File: src/rtl/ifu.sv
// Instruction fetch unit: PC generation, single-outstanding instruction bus
// handshake, and delivery of instructions (or NOP bubbles) into if_id.
`ifndef CPU_RESET_ADDR
`define CPU_RESET_ADDR 32'h0000_0000
`endif

module ifu #(
    parameter logic [31:0] RESET_ADDR = `CPU_RESET_ADDR,
    parameter logic [31:0] NOP_INST   = 32'h0000_0013
) (
    input  logic        clk,
    input  logic        rst_n,
    input  logic        hold_i,
    input  logic        jump_en_i,
    input  logic [31:0] jump_addr_i,
    output logic        ibus_req_o,
    output logic [31:0] ibus_addr_o,
    input  logic        ibus_gnt_i,
    input  logic        ibus_rvalid_i,
    input  logic [31:0] ibus_rdata_i,
    output logic [31:0] pc_o,
    output logic [31:0] inst_o,
    output logic        inst_valid_o
);

    localparam int unsigned XLEN = 32;

    typedef enum logic [1:0] {
        IDLE,
        REQ,
        WAIT,
        HOLD
    } state_t;

    state_t            state;
    state_t            state_n;
    logic [XLEN-1:0]   fetch_pc;
    logic [XLEN-1:0]   fetch_pc_n;
    logic [XLEN-1:0]   buf_inst;
    logic [XLEN-1:0]   buf_inst_n;
    logic [XLEN-1:0]   buf_pc;
    logic [XLEN-1:0]   buf_pc_n;
    logic [XLEN-1:0]   last_pc;
    logic [XLEN-1:0]   last_pc_n;
    logic [XLEN-1:0]   jump_tgt;
    logic              kill;
    logic              kill_n;

    assign jump_tgt = jump_addr_i & ~XLEN'(3);

    always_ff @(posedge clk or negedge rst_n) begin
        if (!rst_n) begin
            state    <= IDLE;
            fetch_pc <= RESET_ADDR;
            kill     <= 1'b0;
            buf_inst <= NOP_INST;
            buf_pc   <= RESET_ADDR;
            last_pc  <= RESET_ADDR;
        end else begin
            state    <= state_n;
            fetch_pc <= fetch_pc_n;
            kill     <= kill_n;
            buf_inst <= buf_inst_n;
            buf_pc   <= buf_pc_n;
            last_pc  <= last_pc_n;
        end
    end

    // Next-state and delivery; a redirect always wins over hold and delivery.
    always_comb begin
        state_n      = state;
        fetch_pc_n   = fetch_pc;
        kill_n       = kill;
        buf_inst_n   = buf_inst;
        buf_pc_n     = buf_pc;
        last_pc_n    = last_pc;
        ibus_req_o   = 1'b0;
        ibus_addr_o  = fetch_pc;
        pc_o         = last_pc;
        inst_o       = NOP_INST;
        inst_valid_o = 1'b0;

        case (state)
            IDLE: begin
                state_n = REQ;
            end
            REQ: begin
                ibus_req_o = 1'b1;
                if (ibus_gnt_i) begin
                    state_n = WAIT;
                    kill_n  = jump_en_i;
                end
                if (jump_en_i) begin
                    fetch_pc_n = jump_tgt;
                end
            end
            WAIT: begin
                if (ibus_rvalid_i) begin
                    state_n = REQ;
                    kill_n  = 1'b0;
                    if (jump_en_i) begin
                        fetch_pc_n = jump_tgt;
                    end else if (!kill) begin
                        fetch_pc_n = fetch_pc + XLEN'(4);
                        if (hold_i) begin
                            buf_inst_n = ibus_rdata_i;
                            buf_pc_n   = fetch_pc;
                            state_n    = HOLD;
                        end else begin
                            inst_o       = ibus_rdata_i;
                            pc_o         = fetch_pc;
                            inst_valid_o = 1'b1;
                            last_pc_n    = fetch_pc;
                        end
                    end
                end else if (jump_en_i) begin
                    kill_n     = 1'b1;
                    fetch_pc_n = jump_tgt;
                end
            end
            HOLD: begin
                if (jump_en_i) begin
                    fetch_pc_n = jump_tgt;
                    state_n    = REQ;
                end else if (!hold_i) begin
                    inst_o       = buf_inst;
                    pc_o         = buf_pc;
                    inst_valid_o = 1'b1;
                    last_pc_n    = buf_pc;
                    state_n      = REQ;
                end
            end
            default: begin
                state_n = IDLE;
            end
        endcase
    end

endmodule

File: config.mk
export PLATFORM = sky130hd
export DESIGN_NAME = ifu
export DESIGN_NICKNAME = d
export VERILOG_FILES = /design/src/rtl/ifu.sv
export SDC_FILE = /design/constraint.sdc
export NUM_CORES = 1
export LEC_CHECK = 0
export ABC_AREA = 0
export BUFFER_PORTS_ARGS = -buffer_cell sky130_fd_sc_hd__buf_2
export CAP_MARGIN = 40
export CORE_MARGIN = 2
export CORE_UTILIZATION = 45
export CTS_CLUSTER_DIAMETER = 150
export DETAILED_ROUTE_END_ITERATION = 8
export GPL_TIMING_DRIVEN = 0
export PLACE_DENSITY = 0.73
export SLEW_MARGIN = 10
export SYNTH_ARGS = -nofsm -noshare
export SYNTH_HDL_FRONTEND = slang
export SYNTH_SLANG_ARGS = --single-unit
File: constraint.sdc
create_clock -name clk -period 3.2 [get_ports clk]
set_clock_uncertainty 0.05 [all_clocks]
set_input_delay 0.64 -clock clk [delete_from_list [all_inputs] [get_ports clk]]
set_output_delay 0.64 -clock clk [all_outputs]
set_load 0.1 [all_outputs]
Yosys cells after proc, flatten, opt, wreduce, memory -nomap -nowiden
Cells that the tools add are included.
W data, S select, Z words.

storage, ports and cells
  register bits after elaboration = 131
  input port bits = 70
  output and inout port bits = 98
  logic and storage cells = 63

operators by class
  $add $sub $neg = 1
  equality and inequality tests = 8
  multiplexer cells = 38
  bitwise logic cells = 2
  reductions and logical operators = 8

operators by type and width
  operator                 count
  $mux W32                 16
  $pmux W32 S2             3
  $add A32 B3 Y32 const B  1
  $mux W2                  7
  $mux W1                  9
  $pmux W2 S4              1
  $ne A3 B3 Y1 const B     2
  $reduce_and A3 Y1        2
  $reduce_and A5 Y1        1
  $eq A2 B2 Y1 const B     2
  $ne A2 B2 Y1 const B     2
  $ne A4 B4 Y1 const B     1
  $pmux W1 S2              2
  $reduce_bool A2 Y1       2
  $eq A2 B1 Y1 const B     1
  $logic_not A2 Y1         1
  $not A1 Y1               2
  $reduce_and A2 Y1        1
  $reduce_or A2 Y1         1

Longest topological paths before layout
  depth after elaboration = 5
  depth in mapped cells = 9
  depth with buffers taken out = 7

Least setup slack after synthesis
Ideal clock, no wire load.

  path kind = in2out
  start point = input port jump_en_i
  end point = output port inst_o[0]
  arrival time = 3.496 ns
  required time = 2.510 ns
  path slack = -0.986 ns
  stages = 5
  buffers on the path = 2
  cell sequence = clkbuf_1 clkbuf_1 or3_1 nor2_1 o21ai_0

on the way
  cells in the longest elaborated chain, start to end = 3
  elaborated cells on any way between the ends = 4
  classes of those cells = mux: 4

ends and longest elaborated chain
  item              RTL line  RTL
  start, declared   14        input logic jump_en_i,
  $mux W32          101       if (jump_en_i) begin
  $mux W32          98        if (ibus_rvalid_i) begin
  $pmux W32 S2 (*)  83        case (state)
  end, declared     22        output logic [31:0] inst_o,

Every way passes the cells marked *; elsewhere a longest branch is shown, timed or not.

Worst setup path after layout
  start point = register state[0]
  end point = output port pc_o[7]

on the way
  cells in the longest elaborated chain, start to end = 2
  elaborated cells on any way between the ends = 3
  classes of those cells = eq/ne: 2; mux: 1

ends and longest elaborated chain
  item                    RTL line  RTL
  start, declared         35        state_t state;
  start signal, assigned  60        state <= state_n;
  $eq A2 B2 Y1            83
  $pmux W32 S2 (*)        -
  end, declared           21        output logic [31:0] pc_o,

Marks and branches as above.

==> impl_metrics.tcl <==
set metrics [dict create \
    status "complete, no violations" \
    synth_top_flop_cell "dfrtp_1" \
    vias 5758 \
    hold_class "input pin to asynchronous set/reset pin" \
    initial_core_util 0.4556 \
    n_antenna_cell 0 \
    fin_cells 963 \
    max_freq_mhz 320.4 \
    area_growth_pct 34.28 \
    drv_slew 0 \
    finalHoldViolations 0 \
    vias_per_cell 5.979 \
    critical_path_arrival_ns 2.43 \
    track_usage 0.2682 \
    seq_area_frac_synth 0.5230 \
    fillers 1166 \
    synth-warning-count 0 \
    grt_pass1_vias 5800 \
    core_area_sq_um 13770 \
    synth_edf_count 0 \
    power_density_nw_per_um2 1179 \
    hpwl_um 13230 \
    syn_avg_cell_area_sq_um 10.82 \
    synth-compound-area-share 0.1763 \
    dieArea_sq_um 14900 \
    setup_viol 0 \
    cts_tree "done" \
    pin_count 168 \
    grt_pass1_wl_um 30510 \
    clock_sinks 131 \
    gp_congestion 0.9189 \
    fin_util 0.6117 \
    placed_cells 928 \
    synth_top_family_by_area "compound AO/OA/AOI/OAI gates" \
    max_stage_delay_ns 0.42 \
    clock_latency_ns 0.42 \
    remaining_drc_errors 0 \
    synthMuxAreaShare 0.1123 \
    clkTransAtPathRegs_ns 0.06 \
    drv_cap 0 \
    cp_slowest_cell "a222oi_1" \
    r2r_setup_slack_ns 0.39 \
    dr.pass1.iters 8 \
    syn_inst 580 \
    grt_max_degree 92 \
    die_width_um 122.1 \
    clockRootBuffer "clkbuf_16" \
    p_leak_nw 4.137 \
    period_share 0.9755 \
    rr_worst_depth 8 \
    layout_min_cycle_time_ns 3.122 \
    totalWireLength_um 19400 \
    cts_buffers 17 \
    drt_iter0_markers 498 \
    rr_endpoint "ibus_addr_o[31]" \
    ys_async_sr_fraction 1.000 \
    num_rows 43 \
    htreeDepth 4 \
    path_class "flip-flop to primary output" \
    crit_top_cell "inv_2" \
    synth_area_sq_um 6275 \
    clk_path_buf_depth 2 \
    irDropWorstVdd_v 0.0005015 \
    wire_per_inst_um 20.15 \
    io_buffer_count 164 \
    syn-num-nets 656 \
    grt.overflow.total 0 \
    ant_nets 0 \
    synth.distinct_cells 51 \
    drive_above_1_share 0.4649 \
    synth_fa_ha_area_frac 0.01196 \
    cp-start-kind "flip-flop" \
    slew_headroom 0.4392 \
    antenna_found_initial 2 \
    r2r_start "state[0]" \
    ys_ff_latch 131 \
    cts_hold_buf 0 \
    required_ns 2.51 \
    nets 846 \
    critPathCaptureType "primary output" \
    cp_max_fo 10 \
    dieHeight_um 122.1 \
    cp_cell_sequence "inv_2 > ha_4 > buf_4 > o22ai_2 > nand2_4 > clkbuf_8 > a222oi_1 > inv_2 > buf_6" \
    synth_xor_area_frac 0.002792 \
    synth_simple_gate_area_share 0.1198 \
    worst_slew_pin_slew_ns 0.8335 \
]
==> power by group <==
| group | internal (mW) | total [mW] | switching (mW) |
|---|---|---|---|
| sequential | 2.26 | 2.82 | 0.556 |
| combinational | 1.23 | 5.22 | 4.00 |
| clock | 1.16 | 1.89 | 0.737 |
| total | 4.65 | 9.94 | 5.29 |
==> sequential cells by signal, indices dropped and copies added, names as in the netlist <==
| name | cells |
|---|---|
| state | 2 |
| buf_pc | 32 |
| buf_inst | 32 |
| last_pc | 32 |
| kill | 1 |
| ibus_addr_o | 32 |
==> worst max-delay path by stage <==
stage	slack, ns	start	end
global route	-0.02	state[0]	inst_o[16]
floorplan	0.05	jump_en_i	pc_o[5]
detailed placement	-0.62	jump_en_i	pc_o[4]
global placement	-1.09	state[0]	pc_o[22]
CTS	-0.005	state[0]	inst_o[26]
finish	0.08	state[0]	pc_o[7]
==> cell families after synthesis <==
family / after synthesis
buf+inv: 87
fa+ha+maj: 6
xor+xnor: 2
simple gates: 143
mux: 63
compound gates: 148
flops: 131
==> routing by layer <==
metal | track usage | vias up | share of wire
li1 | - | 2581 | -
met1 | 0.3467 | 2853 | 0.41
met2 | 0.4284 | 276 | 0.48
met3 | 0.08146 | 44 | 0.088
met4 | 0.09555 | 4 | 0.021
met5 | 0 | - | 0.0011
==> layout make-up <==
type	count	area [sq um]	share of cell area
clock inverter	14	138.9	0.01648
clock buffer	18	439.2	0.05212
sequential	131	3284	0.3898
multi-input combinational	362	2773	0.3291
buffer	45	235.2	0.02792
inverter	41	153.9	0.01827
tap	180	225.2	0.02673
timing repair buffer	172	1176	0.1396
==> Yosys cell counts, drive strengths merged (4+ instances only) <==
library cell | number | area share
o211ai | 6 | 0.0072
mux2 | 59 | 0.11
a22o | 29 | 0.040
a22oi | 5 | 0.0060
o21ai | 27 | 0.022
a222oi | 32 | 0.051
ha | 6 | 0.012
nor2 | 24 | 0.014
clkbuf | 35 | 0.021
nand4 | 15 | 0.015
o22ai | 12 | 0.012
and3 | 6 | 0.0060
buf | 11 | 0.0084
dfrtp | 128 | 0.51
or4 | 4 | 0.0048
mux2i | 4 | 0.0064
inv | 41 | 0.025
nor3 | 6 | 0.0048
nand2 | 34 | 0.020
nand3 | 27 | 0.022
a21oi | 22 | 0.018
nor4 | 7 | 0.0094
nor2b | 5 | 0.0050
==> placed cells by master, fill, tap and decap left out, drive strengths merged, types with 3 or more instances in the layout <==
cell type  synthesis  final
clkinvlp           0      6
ha                 6      6
clkinv             0      6
nor3               6      6
mux2i              4      4
inv               41     41
a22oi              5      5
nand2             34     34
dfstp              3      3
dfrtp            128    128
a21oi             22     22
and3               6      6
nand4             15     15
o211ai             6      6
nor4               7      7
o21ai             27     27
and2               3      3
nor2              24     24
mux2              59     59
nand3             27     27
a222oi            32     32
o22ai             12     12
clkbuf            35     51
or4                4      4
nor2b              5      5
a22o              29     29
buf               11    184
==> per-stage QoR <==
step / setup TNS (ns) / power [mW] / hold slack [ns] / cell area, sq um / setup WS [ns]
final: 0 / 9.936 / 0.07896 / 8426 / 0.07844
after global routing: -0.1862 / 10.37 / 0.09599 / 8426 / -0.01667
after CTS: -0.02942 / 9.872 / 0.08207 / 8344 / -0.005181
after detailed placement: -33.98 / 7.703 / 0.4264 / 7428 / -0.6236
after global placement: -92.69 / 7.585 / 0.4177 / 7371 / -1.086
after floorplan: 0 / 6.701 / 0.2944 / 6325 / 0.04558
==> critical path, delay by kind of cell, from the launching register on <==
kind / cells / cell delay (ns)
buf+inv: 5 / 0.69
compound gates: 2 / 0.61
flops: 1 / 0.41
fa+ha+maj: 1 / 0.17
simple gates: 1 / 0.12
==> what timing repair did <==
item                       in CTS  in global routing
setup endpoints to repair      62                 62
buffers inserted                0                  4
pin swaps                      30                  2
cloned                          0                  0
resized for setup             118                 20
Note: power is estimated with default switching activity, not from simulation.
